[src/rtl/uart_stream_fmt.sv]
// uart_stream_fmt -- buffered byte-stream formatter between a UART receiver
// and a UART transmitter.
//
// Received bytes are queued in a DEPTH-entry FIFO. Each byte is then sent as
// one of the following:
//   - raw echo (mode 0 and 3),
//   - two ASCII hex digits followed by a space (mode 1),
//   - two ASCII hex digits followed by a space, or by CR/LF after every
//     BYTES_PER_LINE bytes (mode 2).
//
// Optional feature: define HEX_LOWER_EN to emit hex digits a-f instead of A-F.
//
// Ports:
//   i_clk, i_rst_n    clock; synchronous active-low reset
//   i_mode[1:0]       output format, sampled when a byte leaves the FIFO
//   i_in_valid        one-cycle strobe qualifying i_in_data
//   i_in_data[7:0]    received byte
//   i_tx_rdy          transmitter idle
//   o_tx_en           one-cycle start pulse to the transmitter
//   o_tx_data[7:0]    character to send, valid while o_tx_en = 1
//   o_rx_count        in_valid strobes seen (wraps)
//   o_drop_count      bytes lost to overflow (saturates at 255)
//   o_fifo_level      current FIFO occupancy
module uart_stream_fmt #(
  parameter int DEPTH          = 16,
  parameter int BYTES_PER_LINE = 8,
  parameter int CNT_W          = 4
) (
  input  logic                     i_clk,
  input  logic                     i_rst_n,
  input  logic [1:0]               i_mode,
  input  logic                     i_in_valid,
  input  logic [7:0]               i_in_data,
  input  logic                     i_tx_rdy,
  output logic                     o_tx_en,
  output logic [7:0]               o_tx_data,
  output logic [CNT_W-1:0]         o_rx_count,
  output logic [7:0]               o_drop_count,
  output logic [$clog2(DEPTH):0]   o_fifo_level
);

  localparam int AW = $clog2(DEPTH);
  localparam int LW = (BYTES_PER_LINE > 1) ? $clog2(BYTES_PER_LINE) : 1;

  typedef enum logic [2:0] {S_IDLE, S_LOAD, S_ARM, S_WAIT_LOW, S_WAIT_HIGH} state_t;

  logic [7:0]       r_mem [DEPTH];
  logic [AW-1:0]    r_wr_ptr, r_rd_ptr;
  logic [AW:0]      r_level;
  logic [CNT_W-1:0] r_rx_count;
  logic [7:0]       r_drop_count;

  state_t           r_state;
  logic [7:0]       r_byte;
  logic [1:0]       r_idx;
  logic [1:0]       r_last;     // index of the final character; 0 means raw
  logic             r_crlf;     // this byte ends a line (mode 2)
  logic [LW-1:0]    r_line_cnt;
  logic             r_tx_en;
  logic [7:0]       r_tx_data;

  logic             w_full, w_empty, w_pop, w_push, w_drop, w_line_end;
  logic [7:0]       w_char;

  function automatic logic [7:0] hex_char(input logic [3:0] n);
    if (n < 4'd10) return 8'h30 + {4'h0, n};
`ifdef HEX_LOWER_EN
    return 8'h57 + {4'h0, n};
`else
    return 8'h37 + {4'h0, n};
`endif
  endfunction

  assign w_full     = (r_level == (AW+1)'(DEPTH));
  assign w_empty    = (r_level == '0);
  // A byte is held in the FIFO until the transmitter is idle. This keeps
  // o_fifo_level an honest measure of the backlog while the line is stalled.
  assign w_pop      = (r_state == S_IDLE) && !w_empty && i_tx_rdy;
  assign w_push     = i_in_valid && (!w_full || w_pop);
  assign w_drop     = i_in_valid && !w_push;
  assign w_line_end = (r_line_cnt == LW'(BYTES_PER_LINE-1));

  // FIFO storage has no reset; the pointers define what is valid.
  always_ff @(posedge i_clk) begin
    if (w_push) r_mem[r_wr_ptr] <= i_in_data;
  end

  always_ff @(posedge i_clk) begin
    if (!i_rst_n) begin
      r_wr_ptr     <= '0;
      r_rd_ptr     <= '0;
      r_level      <= '0;
      r_rx_count   <= '0;
      r_drop_count <= '0;
    end else begin
      if (w_push) r_wr_ptr <= r_wr_ptr + 1'b1;
      if (w_pop)  r_rd_ptr <= r_rd_ptr + 1'b1;
      case ({w_push, w_pop})
        2'b10:   r_level <= r_level + 1'b1;
        2'b01:   r_level <= r_level - 1'b1;
        default: ;
      endcase
      if (i_in_valid) r_rx_count <= r_rx_count + 1'b1;
      if (w_drop && r_drop_count != 8'hFF) r_drop_count <= r_drop_count + 1'b1;
    end
  end

  // Character for the current sequence index.
  always_comb begin
    w_char = r_byte;
    if (r_last != 2'd0) begin
      case (r_idx)
        2'd0:    w_char = hex_char(r_byte[7:4]);
        2'd1:    w_char = hex_char(r_byte[3:0]);
        2'd2:    w_char = r_crlf ? 8'h0D : 8'h20;
        default: w_char = 8'h0A;
      endcase
    end
  end

  always_ff @(posedge i_clk) begin
    if (!i_rst_n) begin
      r_state    <= S_IDLE;
      r_byte     <= '0;
      r_idx      <= '0;
      r_last     <= '0;
      r_crlf     <= 1'b0;
      r_line_cnt <= '0;
      r_tx_en    <= 1'b0;
      r_tx_data  <= '0;
    end else begin
      r_tx_en <= 1'b0;
      case (r_state)
        S_IDLE: if (w_pop) begin
          r_byte  <= r_mem[r_rd_ptr];
          r_idx   <= '0;
          r_crlf  <= 1'b0;
          r_state <= S_LOAD;
          // The separator and line position are fixed when the byte is popped.
          case (i_mode)
            2'd1: r_last <= 2'd2;
            2'd2: begin
              if (w_line_end) begin
                r_last     <= 2'd3;
                r_crlf     <= 1'b1;
                r_line_cnt <= '0;
              end else begin
                r_last     <= 2'd2;
                r_line_cnt <= r_line_cnt + 1'b1;
              end
            end
            default: r_last <= 2'd0;
          endcase
        end
        S_LOAD: begin
          r_tx_data <= w_char;
          r_state   <= S_ARM;
        end
        S_ARM: if (i_tx_rdy) begin
          r_tx_en <= 1'b1;
          r_state <= S_WAIT_LOW;
        end
        // tx_rdy is still high while the start pulse is in flight. Wait for the
        // transmitter to go busy before looking for idle again.
        S_WAIT_LOW: if (!i_tx_rdy) r_state <= S_WAIT_HIGH;
        S_WAIT_HIGH: if (i_tx_rdy) begin
          if (r_idx == r_last) begin
            r_state <= S_IDLE;
          end else begin
            r_idx   <= r_idx + 1'b1;
            r_state <= S_LOAD;
          end
        end
        default: r_state <= S_IDLE;
      endcase
    end
  end

  assign o_tx_en      = r_tx_en;
  assign o_tx_data    = r_tx_data;
  assign o_rx_count   = r_rx_count;
  assign o_drop_count = r_drop_count;
  assign o_fifo_level = r_level;

endmodule

[config.mk]
export PLATFORM = sky130hd
export DESIGN_NAME = uart_stream_fmt
export DESIGN_NICKNAME = d
export VERILOG_FILES = /design/src/rtl/uart_stream_fmt.sv
export SDC_FILE = /design/constraint.sdc
export NUM_CORES = 1
export LEC_CHECK = 0
export CORE_ASPECT_RATIO = 1.1
export CORE_MARGIN = 2
export CORE_UTILIZATION = 35
export DETAILED_ROUTE_END_ITERATION = 8
export GPL_TIMING_DRIVEN = 0
export SYNTH_ARGS = -nofsm -noshare
export SYNTH_HDL_FRONTEND = slang
export SYNTH_SLANG_ARGS = --single-unit
[constraint.sdc]
create_clock -name i_clk -period 3 [get_ports i_clk]
set_input_delay 0.6 -clock i_clk [delete_from_list [all_inputs] [get_ports i_clk]]
set_output_delay 0.6 -clock i_clk [all_outputs]
set_load 0.05 [all_outputs]
# After elaboration in Yosys (flattened, before gate mapping)
# Memory sizes are Yosys's and may differ from the RTL's. A register that Yosys moved wholly into a read port is not among the register bits.
# Index checks and enable logic that the tools add are counted.
dict set report word_totals {
  ff_bits 45
  latchBits 0
  mem_bits_rw 128
  mem_bits_ro 0
  input_bits 14
  out_inout_bits 26
  elab_cells 99
  memories 1
}
dict set report op_classes {
  n_addsub 12
  mul 0
  div_mod_pow 0
  order_cmp 2
  n_eq_ne 19
  n_shift 0
  n_mux 32
  bitwise 0
  reduce_logical 21
}
# name depth word_bits read_ports rd_clocked_by_memory_dff write_ports line
set mem_list {}
lappend mem_list {r_mem 16 8 1 1 1 47} ;# logic [7:0] r_mem [DEPTH];
# operator n
set op_table {}
lappend op_table {{8-bit two-way mux} 5}
lappend op_table {{6-bit by 4-bit adder with 7-bit output, first input constant} 4}
lappend op_table {{8-bit case mux with 3 select lines} 1}
lappend op_table {{3-bit two-way mux} 5}
lappend op_table {{3-bit case mux with 5 select lines} 1}
lappend op_table {{1-bit two-way mux} 13}
lappend op_table {{4-bit by 1-bit adder with 4-bit output, second input constant} 3}
lappend op_table {{2-bit inequality test, second input constant} 5}
lappend op_table {{5-bit case mux with 2 select lines} 1}
lappend op_table {{8-bit by 1-bit adder with 8-bit output, second input constant} 1}
lappend op_table {{4-bit < comparator, second input constant} 2}
lappend op_table {{8-bit inequality test, second input constant} 1}
lappend op_table {{2-bit case mux with 2 select lines} 2}
lappend op_table {{4-bit AND reduction} 2}
lappend op_table {{2-bit by 1-bit == test with 1-bit output, second input constant} 3}
lappend op_table {{2-bit == test, second input constant} 3}
lappend op_table {{3-bit by 2-bit == test with 1-bit output, second input constant} 2}
lappend op_table {{3-bit == test, second input constant} 2}
lappend op_table {{2-bit two-way mux} 3}
lappend op_table {{6-bit two-way mux} 1}
lappend op_table {{2-bit nonzero test} 3}
lappend op_table {{5-bit by 1-bit adder with 5-bit output, second input constant} 1}
lappend op_table {{5-bit == test, second input constant} 1}
lappend op_table {{1-bit logical AND} 5}
lappend op_table {{other kinds (12)} 16}

# Depth between registers and ports, before layout
# Gate-level depths: netlist of the first run.
dict set report logic_depth {
  ltp_word 9
  depth_mapped 14
  depth_no_buf 11
}

# Least setup slack after synthesis of the first run
# OpenSTA, ideal clock, no wires.
dict set report synth_timing {
  kind {input-to-reg}
  from {in i_tx_rdy}
  to {reg r_level[2], in the netlist o_fifo_level[2]}
  setup_time_ns 0.076
  arrival_ns 3.002
  required_ns 2.924
  setup_slack_ns -0.078
  stages 12
  path_buffers 3
  cell_sequence {or4b_4 a21oi_2 buf_4 buf_2 ha_1 clkbuf_1 xor2_1 ha_1 a21oi_1 xor2_1 or3_1 a21boi_0}
}
dict set report synth_via {
  elab_chain_len 5
  elab_cells_between_ends 7
  classes_between {eq/ne (2); mux (1); reduce/logical (4)}
}
# item line
set synth_rtl {}
lappend synth_rtl {{start, declared} 34} ;# input logic i_tx_rdy,
lappend synth_rtl {{1-bit logical AND (*)} 78} ;# assign w_pop = (r_state == S_IDLE) && !w_empty && i_tx_rdy;
lappend synth_rtl {{via w_pop} 62} ;# logic w_full, w_empty, w_pop, w_push, w_drop, w_line_end;
lappend synth_rtl {{1-bit logical OR} 79} ;# assign w_push = i_in_valid && (!w_full || w_pop);
lappend synth_rtl {{1-bit logical AND} 79}
lappend synth_rtl {{2-bit by 1-bit == test with 1-bit output / 2-bit == test (equally long branches)} 98} ;# case ({w_push, w_pop})
lappend synth_rtl {{5-bit case mux with 2 select lines / 2-bit nonzero test (equally long branches)} -}
lappend synth_rtl {{end signal, assigned} 99} ;# 2'b10: r_level <= r_level + 1'b1;
lappend synth_rtl {{end signal, assigned} 100} ;# 2'b01: r_level <= r_level - 1'b1;
lappend synth_rtl {{end, declared} 49} ;# logic [AW:0] r_level;
# Mark *: on every way through the listed nets, which the timed path passes. The rest lies on a longest branch.
# A chain may end at the register's enable or synchronous reset.

# Worst setup path in the final report of the first run
dict set report layout_timing {
  from {reg r_state[1]}
  to {mem r_mem[2][5] (enable)}
}
dict set report layout_via {
  elab_chain_len 7
}
# item line
set layout_rtl {}
lappend layout_rtl {{start, declared} 53} ;# state_t r_state;
lappend layout_rtl {{start signal, assigned} 123} ;# r_state <= S_IDLE;
lappend layout_rtl {{start signal, assigned} 138} ;# r_state <= S_LOAD;
lappend layout_rtl {{start signal, assigned} 157} ;# r_state <= S_ARM;
lappend layout_rtl {{3-bit logical NOT} 78}
lappend layout_rtl {{1-bit logical AND (2 in series)} 78}
lappend layout_rtl {{1-bit logical OR} 79}
lappend layout_rtl {{1-bit logical AND} 79}
lappend layout_rtl {{1-bit two-way mux} 85} ;# if (w_push) r_mem[r_wr_ptr] <= i_in_data;
lappend layout_rtl {{1-bit two-way mux (implied by the code)} 85}
lappend layout_rtl {{end, declared} 47}
# No other way between the ends.

==> results of run 1 <==
==> sequential cells by signal (all words and copies together) (netlist names), 4 cells and up <==
| name | count |
|---|---|
| o_drop_count | 8 |
| o_fifo_level | 5 |
| o_rx_count | 4 |
| o_tx_data | 8 |
| r_byte | 8 |
| r_mem | 128 |
| r_rd_ptr | 4 |
| r_wr_ptr | 4 |
==> final timing paths <==
kind	to	slack, ns	startpoint	cells after the start
max reg2reg	r_mem[2][5]$_DFFE_PP_	0.18	r_state[1]$_SDFFE_PN0P_	5
min reg2reg	o_tx_data[7]$_SDFFE_PN0P_	0.46	o_tx_data[7]$_SDFFE_PN0P_	2
min	o_tx_data[7]$_SDFFE_PN0P_	0.46	o_tx_data[7]$_SDFFE_PN0P_	2
max	r_mem[2][5]$_DFFE_PP_	0.18	r_state[1]$_SDFFE_PN0P_	5
==> report_power, final <==
part / internal [mW] / total [mW] / switching (mW)
sequential: 2.86 / 3.03 / 0.176
combinational: 0.765 / 1.88 / 1.11
clock: 1.17 / 2.17 / 1.00
==> worst max-delay path: cells and delay by family, from the launching register on <==
| family | cells | cell delay [ns] |
|---|---|---|
| AO/OA/AOI/OAI | 1 | 0.25 |
| AND/OR/NAND/NOR | 3 | 1.65 |
| flip-flops | 1 | 0.37 |
| buffers and inverters | 1 | 0.16 |
==> repair_timing <==
action | 4_1_cts | 5_1_grt
gates resized for setup | 5 | 8
gates cloned | 1 | 0
hold buffers | 0 | 0
pin swaps | 1 | 3
setup endpoints to repair | 35 | 2
buffers inserted | 1 | 4
==> cells in the final DEF, fill, tap and decap left out, drive strengths merged, types with 2 or more instances in the layout <==
master and n:
xor2 11, inv 19, a311oi 2, nor3b 4
buf 16, a21boi 6, o22ai 19, nor2b 13
o21ai 27, nor3 11, nand4b 3, a31oi 10
and3 2, clkinv 4, nand3 12, nand3b 2
mux2i 40, edfxtp 128, o21a 2, clkbuf 40
nand2b 8, xnor2 9, and2 18, a21oi 23
nand4 8, clkdlybuf4s50 37, mux4 16, a22oi 10
ha 20, nor2 35, clkinvlp 3, nand2 38
o211ai 6, dfxtp 53, or3 3
==> routing by layer <==
metal / part of all wire / global-route usage
met4: 0.019 / 0.0490
met1: 0.44 / 0.183
met3: 0.039 / 0.0338
met5: 0 / 0
met2: 0.50 / 0.252
==> stage by stage <==
step	std cells	worst slack [ns]	TNS [ns]
final	964	0.178	0
after global routing	964	-0.00618	-0.00618
after CTS	960	0.0913	0
after detailed placement	927	-0.871	-60.63
after global placement	927	-0.863	-56.51
after floorplan	594	0.0229	0
==> logic make-up (layout without fill, tap and decap cells) <==
logic type	Yosys count	in the layout	synth area share
compound gates	110	110	0.0887
xor+xnor	20	20	0.0224
fa+ha+maj	20	20	0.0320
buf+inv	45	120	0.0232
flops	181	181	0.627
mux	56	56	0.0972
simple gates	162	162	0.110
==> cell type report <==
type / count / area [µm²] / area share
Timing Repair Buffer: 44 / 418 / 0.0454
Sequential cell: 181 / 4910 / 0.533
Tap cell: 295 / 369 / 0.0401
Buffer: 31 / 135 / 0.0147
Inverter: 13 / 48.8 / 0.00530
Multi-Input combinational cell: 368 / 2760 / 0.300
Clock buffer: 18 / 429 / 0.0466
Clock inverter: 14 / 143 / 0.0155
==> flow_summary_export.csv, run 1 <==
group,metric,value,unit
yosys,ys_ff_latch,181,
placement,place_area,8580,µm²
worst_setup_path,critPathRequiredTime,3.05,ns
timing,fmax,354,MHz
clock_network,h-tree-depth,4,
timing,maxSlewHeadroom,0.171,
power,totalPowerFinal,7.08,mW
power,powerDensity,768,nW/µm²
flow_run,max_cap_violations,0,
yosys,synth_top_area_frac,0.491,
yosys,post_synth_num_cell_types,50,
final_layout,nets,690,
worst_hold_path,holdCritPathClass,"flip-flop to flip-flop",
yosys,synthTopCellsByArea,"edfxtp_1 49%, dfxtp_1 14%, mux2i_1 5.1%",
timing,post-route-min-period,2.82,ns
timing,period_share,0.941,
global_routing,grt-ovfl-total,0,
placement,dp_hpwl,11.5,mm
final_layout,fillers,2009,
placement,place_congestion,0.850,
global_routing,grt_pass1_vias,4928,
die,fp.coreArea,22000,µm²
die,start_util,0.355,
yosys,yosysTopAreaCell,"edfxtp_1",
worst_setup_path,cpPeakStageDelay,0.92,ns
yosys,async_reset_ff_frac,0,
timing,hold_violations,0,
timing,whs,0.464,ns
yosys,synth_edf_count,128,
timing,worst_pin_slew,1.23,ns
yosys,synth_cells,594,
worst_setup_path,crit_fanout,8,
power,peakVddDrop,0.434,mV
outcome,status,"finished, final reports clean",
yosys,synth_common_cells,"128 x edfxtp_1, 53 x dfxtp_1, 40 x mux2i_1",
die,die_w,147,µm
route,wl,16.7,mm
final_layout,stdcell_area,9210,µm²
global_routing,grt_max_degree,18,
yosys,synth.most_common_cell,"edfxtp_1",
worst_setup_path,crit_type,"flip-flop to flip-flop",
yosys,synthesis.nets,628,
global_routing,grtUsageTotal,0.147,
route,ant_nets,0,
yosys,yosys_warnings,0,
route,dr.first_iter.drc_count,473,
clock_network,cts_sinks,181,
clock_network,clock-root-buffer,"clkbuf_16",
global_routing,antenna_found_initial,0,
worst_setup_path,crit_chain,"or4b_4 > a31oi_4 > buf_4 > nand2_1 > nor3_1",
clock_network,clkTransAtPathRegs,0.07,ns
clock_network,clockBufferDepth,2,
final_layout,fin_util,0.418,
worst_setup_path,crit_arrival,2.87,ns
clock_network,cts_made_buffers,17,
timing,fin_skew,0.0110,ns
yosys,ys.flop_type,"edfxtp_1",
global_routing,grt_pass1_wl,26.5,mm
die,dieArea,23600,µm²
clock_network,cts_tree,"done",
die,pin_count,40,
yosys,synth.avg_cell_area,13.2,µm²
route,remaining_drc_errors,0,
placement,port_buffers,38,
route,drtPass1Iterations,5,
die,die_y,161,µm
route,post_drt_wl_per_cell,17.4,µm
final_layout,area_growth_syn_to_layout,17.7,%
timing,setup_viol,0,
yosys,synth_area,7830,µm²
power,p_leak,3.02,nW
worst_setup_path,cp-end-kind,"flip-flop",
route,vias,4966,
timing,maxSlewViolCount,0,
worst_setup_path,cp_slowest_cell,"nor3_1",
worst_setup_path,cp-start-kind,"flip-flop",
route,via_per_inst,5.15,
final_layout,diodes,0,
die,row_count,57,
yosys,seq_area_frac_synth,0.627,
final_layout,layout-drive-gt1-share,0.108,
clock_network,clock_latency,0.44,ns
No activity file was read; power rests on OpenSTA's default activity.
==> run 2, diff against run 1 <==
--- a/config.mk
+++ b/config.mk
@@ -7,7 +7,7 @@
 export LEC_CHECK = 0
 export CORE_ASPECT_RATIO = 1.1
 export CORE_MARGIN = 2
-export CORE_UTILIZATION = 35
+export CORE_UTILIZATION = 34
 export DETAILED_ROUTE_END_ITERATION = 8
 export GPL_TIMING_DRIVEN = 0
 export SYNTH_ARGS = -nofsm -noshare
==> flow_summary_export.csv, run 2 (synthesis results as in run 1) <==
group,metric,value,unit
worst_setup_path,cp-start-kind,"flip-flop",
global_routing,grt_pass1_wl,26.8,mm
final_layout,stdcell_area,9210,µm²
die,row_count,58,
clock_network,cts_tree,"done",
route,dr.first_iter.drc_count,420,
worst_setup_path,crit_fanout,8,
die,fp.coreArea,22700,µm²
power,p_leak,3.03,nW
power,peakVddDrop,0.401,mV
placement,dp_hpwl,11.5,mm
outcome,status,"finished, final reports clean",
final_layout,diodes,0,
route,post_drt_wl_per_cell,17.8,µm
route,via_per_inst,5.12,
timing,post-route-min-period,2.85,ns
route,ant_nets,0,
placement,post-place-ws,-0.927,ns
global_routing,antenna_found_initial,0,
global_routing,grt_max_degree,21,
placement,place_congestion,0.844,
timing,fmax,351,MHz
worst_hold_path,holdCritPathClass,"flip-flop to flip-flop",
timing,setup_viol,0,
die,die_y,163,µm
placement,place_area,8580,µm²
route,wl,17.3,mm
timing,rsz0062_at_grt,"false",
worst_setup_path,crit_type,"flip-flop to flip-flop",
timing,hold_violations,0,
route,remaining_drc_errors,0,
die,die_w,149,µm
clock_network,cts_made_buffers,17,
placement,port_buffers,38,
worst_setup_path,cpPeakStageDelay,0.96,ns
timing,fin_skew,0.00776,ns
final_layout,layout-drive-gt1-share,0.107,
die,dieArea,24200,µm²
clock_network,cts_sinks,181,
worst_setup_path,cp_slowest_cell,"nor3_1",
timing,maxSlewHeadroom,0.184,
final_layout,final_common_cell,"edfxtp_1",
global_routing,grt-ovfl-total,0,
route,vias,4965,
clock_network,clock_latency,0.43,ns
clock_network,h-tree-depth,4,
clock_network,clock-root-buffer,"clkbuf_16",
final_layout,seq_area,4900,µm²
flow_run,max_cap_violations,0,
clock_network,clkTransAtPathRegs,0.06,ns
final_layout,layout_common_cells,"128 x edfxtp_1, 53 x dfxtp_1, 40 x mux2i_1",
timing,setup_slack,0.149,ns
die,start_util,0.344,
power,powerDensity,766,nW/µm²
timing,maxSlewViolCount,0,
global_routing,grt_pass1_vias,4908,
route,drtPass1Iterations,7,
worst_setup_path,critPathRequiredTime,3.05,ns
global_routing,grtUsageTotal,0.146,
die,pin_count,40,
timing,period_share,0.950,
final_layout,fillers,2098,
final_layout,area_growth_syn_to_layout,17.7,%
final_layout,multi_input_area,2760,µm²
worst_setup_path,crit_arrival,2.90,ns
final_layout,nets,692,
worst_setup_path,crit_chain,"or4b_4 > a31oi_4 > buf_4 > nand2_1 > nor3_1",
clock_network,clockBufferDepth,2,
worst_setup_path,cp-end-kind,"flip-flop",
timing,worst_pin_slew,1.22,ns
final_layout,largest_register,"r_mem",
final_layout,largest_register_ffs,128,
==> run 2: report_power, final <==
| group | switching (mW) | internal [mW] | leakage, nW |
|---|---|---|---|
| Clock | 0.963 | 1.15 | 0.266 |
| Combinational | 1.13 | 0.772 | 1.18 |
| Sequential | 0.182 | 2.85 | 1.59 |
| Total | 2.27 | 4.78 | 3.03 |
==> run 2: worst max-delay path: cells and delay by family (launching register included) <==
kind            cells  cell delay, ns
simple gates        3            1.73
buf+inv             1            0.16
compound gates      1            0.21
flops               1            0.37
==> run 2: metal layers <==
| layer | up-vias | GRT usage | wire length [µm] |
|---|---|---|---|
| met5 | - | 0 | 0 |
| met4 | 0 | 0.0528 | 309 |
| met3 | 25 | 0.0313 | 918 |
| met2 | 145 | 0.252 | 8670 |
| met1 | 2437 | 0.182 | 7360 |
| li1 | 2358 | - | - |
==> run 2: timing repair <==
| action | CTS | global route |
|---|---|---|
| setup buffers | 1 | 5 |
| hold buffers | 0 | 0 |
| gates resized for setup | 3 | 10 |
| cloned | 0 | 1 |
| setup endpoints to repair | 36 | 10 |
| pin swaps | 1 | 3 |
==> run 2: path summary, 6_finish.rpt <==
path | start | end | cells past startpoint | slack, ns
worst max register to register | r_state[1]$_SDFFE_PN0P_ | r_mem[0][5]$_DFFE_PP_ | 5 | 0.15
worst min-delay path | o_tx_data[7]$_SDFFE_PN0P_ | o_tx_data[7]$_SDFFE_PN0P_ | 2 | 0.47
worst max-delay path | r_state[1]$_SDFFE_PN0P_ | r_mem[0][5]$_DFFE_PP_ | 5 | 0.15
worst min register to register | o_tx_data[7]$_SDFFE_PN0P_ | o_tx_data[7]$_SDFFE_PN0P_ | 2 | 0.47
==> run 2: layout make-up <==
type                    instances  area share
multi-input cells             368       0.300
flip-flops and latches        181       0.533
well taps                     300      0.0408
repair buffers                 46      0.0467
clock buffers                  18      0.0466
inverters                      13     0.00530
plain buffers                  31      0.0147
clock inverters                13      0.0134
==> run 2: through the flow <==
| stage | hold slack [ns] | total power, mW | TNS [ns] | std cells | utilization |
|---|---|---|---|---|---|
| after floorplan | 0.445 | 4.37 | 0 | 594 | - |
| after global placement | 0.455 | 4.84 | -56.80 | 932 | 0.378 |
| after detailed placement | 0.468 | 4.90 | -61.31 | 932 | 0.378 |
| after CTS | 0.478 | 7.01 | 0 | 963 | 0.403 |
| after global routing | 0.507 | 7.39 | 0 | 970 | 0.405 |
| final | 0.471 | 7.05 | 0 | 970 | 0.405 |
==> run 3, diff against run 2 <==
--- a/config.mk
+++ b/config.mk
@@ -5,11 +5,15 @@
 export SDC_FILE = /design/constraint.sdc
 export NUM_CORES = 1
 export LEC_CHECK = 0
+export ABC_AREA = 1
+export CELL_PAD_IN_SITES_DETAIL_PLACEMENT = 1
+export CELL_PAD_IN_SITES_GLOBAL_PLACEMENT = 1
 export CORE_ASPECT_RATIO = 1.1
 export CORE_MARGIN = 2
 export CORE_UTILIZATION = 34
 export DETAILED_ROUTE_END_ITERATION = 8
 export GPL_TIMING_DRIVEN = 0
+export PLACE_DENSITY_LB_ADDON = 0.1
 export SYNTH_ARGS = -nofsm -noshare
 export SYNTH_HDL_FRONTEND = slang
 export SYNTH_SLANG_ARGS = --single-unit
==> flow_summary_export.csv, run 3 <==
group,metric,value,unit
outcome,status,"finished, final reports clean",
die,fp.coreArea,24400,µm²
clock_network,cts_resized,0,
timing,rsz0062_at_grt,"false",
yosys,synth_area,8440,µm²
yosys,synthTopCellsByArea,"edfxtp_1 46%, nand2_1 13%, dfxtp_1 13%",
worst_setup_path,cpMostUsedCell,"nand2_1",
final_layout,final_common_cell,"nand2_1",
die,die_w,154,µm
yosys,seq_area_frac_synth,0.581,
yosys,synth_xor_area_frac,0.0135,
timing,period_share,0.885,
clock_network,h-tree-depth,4,
power,peakVddDrop,0.338,mV
yosys,synthesis.nets,987,
clock_network,cts_tree,"done",
final_layout,fillers,2854,
worst_setup_path,crit_fanout,11,
route,dr.first_iter.drc_count,327,
global_routing,grt-ovfl-total,0,
clock_network,cts_sinks,181,
final_layout,largest_register,"r_mem",
yosys,ys_ff_latch,181,
global_routing,gr-usage-met1,0.263,
route,remaining_drc_errors,0,
worst_setup_path,crit_start,"i_tx_rdy",
yosys,synth_common_cells,"297 x nand2_1, 129 x inv_1, 128 x edfxtp_1",
clock_network,clock_latency,0.44,ns
timing,maxSlewHeadroom,0.0604,
timing,maxSlewViolCount,0,
timing,worst_pin_slew,1.40,ns
yosys,synth-adder-area-share,0.0297,
timing,whs,0.465,ns
route,post_drt_wl_per_cell,18.4,µm
final_layout,diodes,0,
yosys,post_synth_num_cell_types,36,
die,row_count,60,
clock_network,clockBufferDepth,2,
clock_network,cts_hold_buf,0,
power,seq_power_share,0.379,
worst_setup_path,cp_slowest_cell,"clkdlybuf4s50_1",
yosys,synth_top_family_by_area,"simple AND/OR/NAND/NOR gates",
placement,dp.cells,1301,
worst_hold_path,holdCritPathClass,"flip-flop to flip-flop",
timing,post-route-min-period,2.66,ns
yosys,synthMuxAreaShare,0,
timing,fmax,377,MHz
final_layout,multi_input_area,2860,µm²
timing,fin_skew,0.0132,ns
final_layout,nets,1044,
yosys,async_reset_ff_frac,0,
global_routing,grt_pass1_wl,38.0,mm
power,power_switching,3.26,mW
global_routing,antenna_found_initial,0,
yosys,yosys_warnings,0,
clock_network,clock-root-buffer,"clkbuf_16",
power,power_frac_comb,0.352,
die,start_util,0.346,
timing,setup_viol,0,
yosys,synth.most_common_cell,"nand2_1",
worst_setup_path,path_buf_inv,4,
worst_setup_path,cp-end-kind,"flip-flop",
worst_setup_path,endpoint,"o_fifo_level[4]$_SDFFE_PN0P_",
route,drtPass1Iterations,6,
yosys,synth_cells,953,
yosys,synth_top_area_frac,0.455,
route,ant_nets,0,
route,wl,24.5,mm
yosys,synth.avg_cell_area,8.86,µm²
route,vias,6521,
final_layout,area_growth_syn_to_layout,15.9,%
placement,dp_hpwl,17.3,mm
worst_setup_path,crit_chain,"clkdlybuf4s50_1 > nand3_4 > inv_1 > buf_4 > ha_1 > xor2_1 > ha_1 > inv_1 > nand2_1 > nand3_1 > nand2_1 > nand2_1 > nand2_1 > nand2_1 > a21oi_1",
die,dieArea,26100,µm²
clock_network,cts_made_buffers,17,
yosys,synth-compound-area-share,0.0522,
worst_setup_path,r2r_end,"o_fifo_level[4]$_SDFFE_PN0P_",
placement,place_congestion,0.833,
global_routing,use_met2,0.328,
timing,hold_violations,0,
worst_setup_path,critPathRequiredTime,3.37,ns
final_layout,layout-drive-gt1-share,0.0645,
worst_setup_path,ff2ff_path_depth,16,
final_layout,layout_common_cells,"297 x nand2_1, 129 x inv_1, 128 x edfxtp_1",
worst_setup_path,cpPeakStageDelay,0.63,ns
final_layout,fin_cells,1333,
yosys,synth_edf_count,128,
worst_setup_path,crit_arrival,3.03,ns
power,p_leak,4.10,nW
worst_setup_path,cp_top_family,"buffers and inverters",
yosys,synthSimpleGateAreaFrac,0.243,
power,p_sw_frac,0.401,
power,p_int,4.87,mW
worst_setup_path,crit_type,"primary input to flip-flop",
worst_setup_path,cp_num_cells,15,
placement,port_buffers,38,
die,die_y,169,µm
power,powerDensity,831,nW/µm²
power,p_clk_frac,0.270,
worst_setup_path,timing.rr.start,"o_fifo_level[1]$_SDFFE_PN0P_",
route,via_per_inst,4.89,
clock_network,post_cts_buffers,0,
die,pin_count,40,
final_layout,seq_area,4900,µm²
clock_network,clkTransAtPathRegs,0.07,ns
global_routing,grt_max_degree,19,
yosys,yosysTopAreaCell,"edfxtp_1",
worst_setup_path,cp-start-kind,"primary input",
flow_run,max_cap_violations,0,
global_routing,grt_pass1_vias,6613,
worst_setup_path,reg2reg_slack,0.45,ns
global_routing,top_usage_layer,"met2",
global_routing,use_met3,0.0296,
global_routing,grtUsageTotal,0.195,
final_layout,largest_register_ffs,128,
yosys,ys.flop_type,"edfxtp_1",
-- run 3: routing by layer --
| layer | vias to the layer above | part of all wire | routed length [µm] |
|---|---|---|---|
| met5 | - | 0 | 0 |
| met4 | 0 | 0.015 | 363 |
| met3 | 24 | 0.030 | 732 |
| met2 | 102 | 0.48 | 11800 |
| met1 | 3190 | 0.47 | 11600 |
| li1 | 3205 | - | - |
-- run 3: cell type report --
class | count | area share
inverter | 135 | 0.0518
timing repair buffer | 38 | 0.0389
tap | 310 | 0.0397
buffer | 34 | 0.0177
multi-input combinational | 603 | 0.292
clock inverter | 15 | 0.0145
sequential | 181 | 0.502
clock buffer | 17 | 0.0435
-- run 3: worst min-delay path by stage --
stage	startpoint	to	slack, ns	cells past startpoint
global route	r_line_cnt[1]$_SDFFE_PN0P_	r_line_cnt[1]$_SDFFE_PN0P_	0.50	2
detailed placement	o_rx_count[3]$_SDFFE_PN0P_	o_rx_count[3]$_SDFFE_PN0P_	0.46	1
finish	o_rx_count[3]$_SDFFE_PN0P_	o_rx_count[3]$_SDFFE_PN0P_	0.47	1
floorplan	r_line_cnt[1]$_SDFFE_PN0P_	r_line_cnt[1]$_SDFFE_PN0P_	0.45	2
global placement	o_rx_count[3]$_SDFFE_PN0P_	o_rx_count[3]$_SDFFE_PN0P_	0.44	1
CTS	o_rx_count[3]$_SDFFE_PN0P_	o_rx_count[3]$_SDFFE_PN0P_	0.47	1
-- run 3: power groups by stage --
| stage | Clock, mW | Combinational (mW) | Sequential, mW |
|---|---|---|---|
| final | 2.19 | 2.86 | 3.08 |
| after global routing | 2.33 | 3.23 | 3.11 |
| after global placement | 0 | 2.86 | 3.14 |
| after detailed placement | 0 | 2.88 | 3.14 |
| after CTS | 2.24 | 2.89 | 3.09 |
| after floorplan | 0 | 1.71 | 3.33 |
-- run 3: cells by family (layout without fill, tap and decap cells) --
family / count (synthesis) / in the layout
simple gates: 486 / 486
flops: 181 / 181
buf+inv: 169 / 239
compound gates: 84 / 84
fa+ha+maj: 20 / 20
xor+xnor: 13 / 13
-- run 3: metrics by stage --
step                      utilization  cell area [µm²]  total power, mW  setup TNS, ns  worst slack [ns]
final                           0.401             9780             8.13              0             0.344
after global routing            0.401             9780             8.67              0             0.143
after CTS                       0.401             9780             8.22              0             0.327
after detailed placement        0.378             9210             6.03          -1.36            -0.127
after global placement          0.377             9210             6.00          -2.82            -0.189
after floorplan                     -             8440             5.04              0             0.533
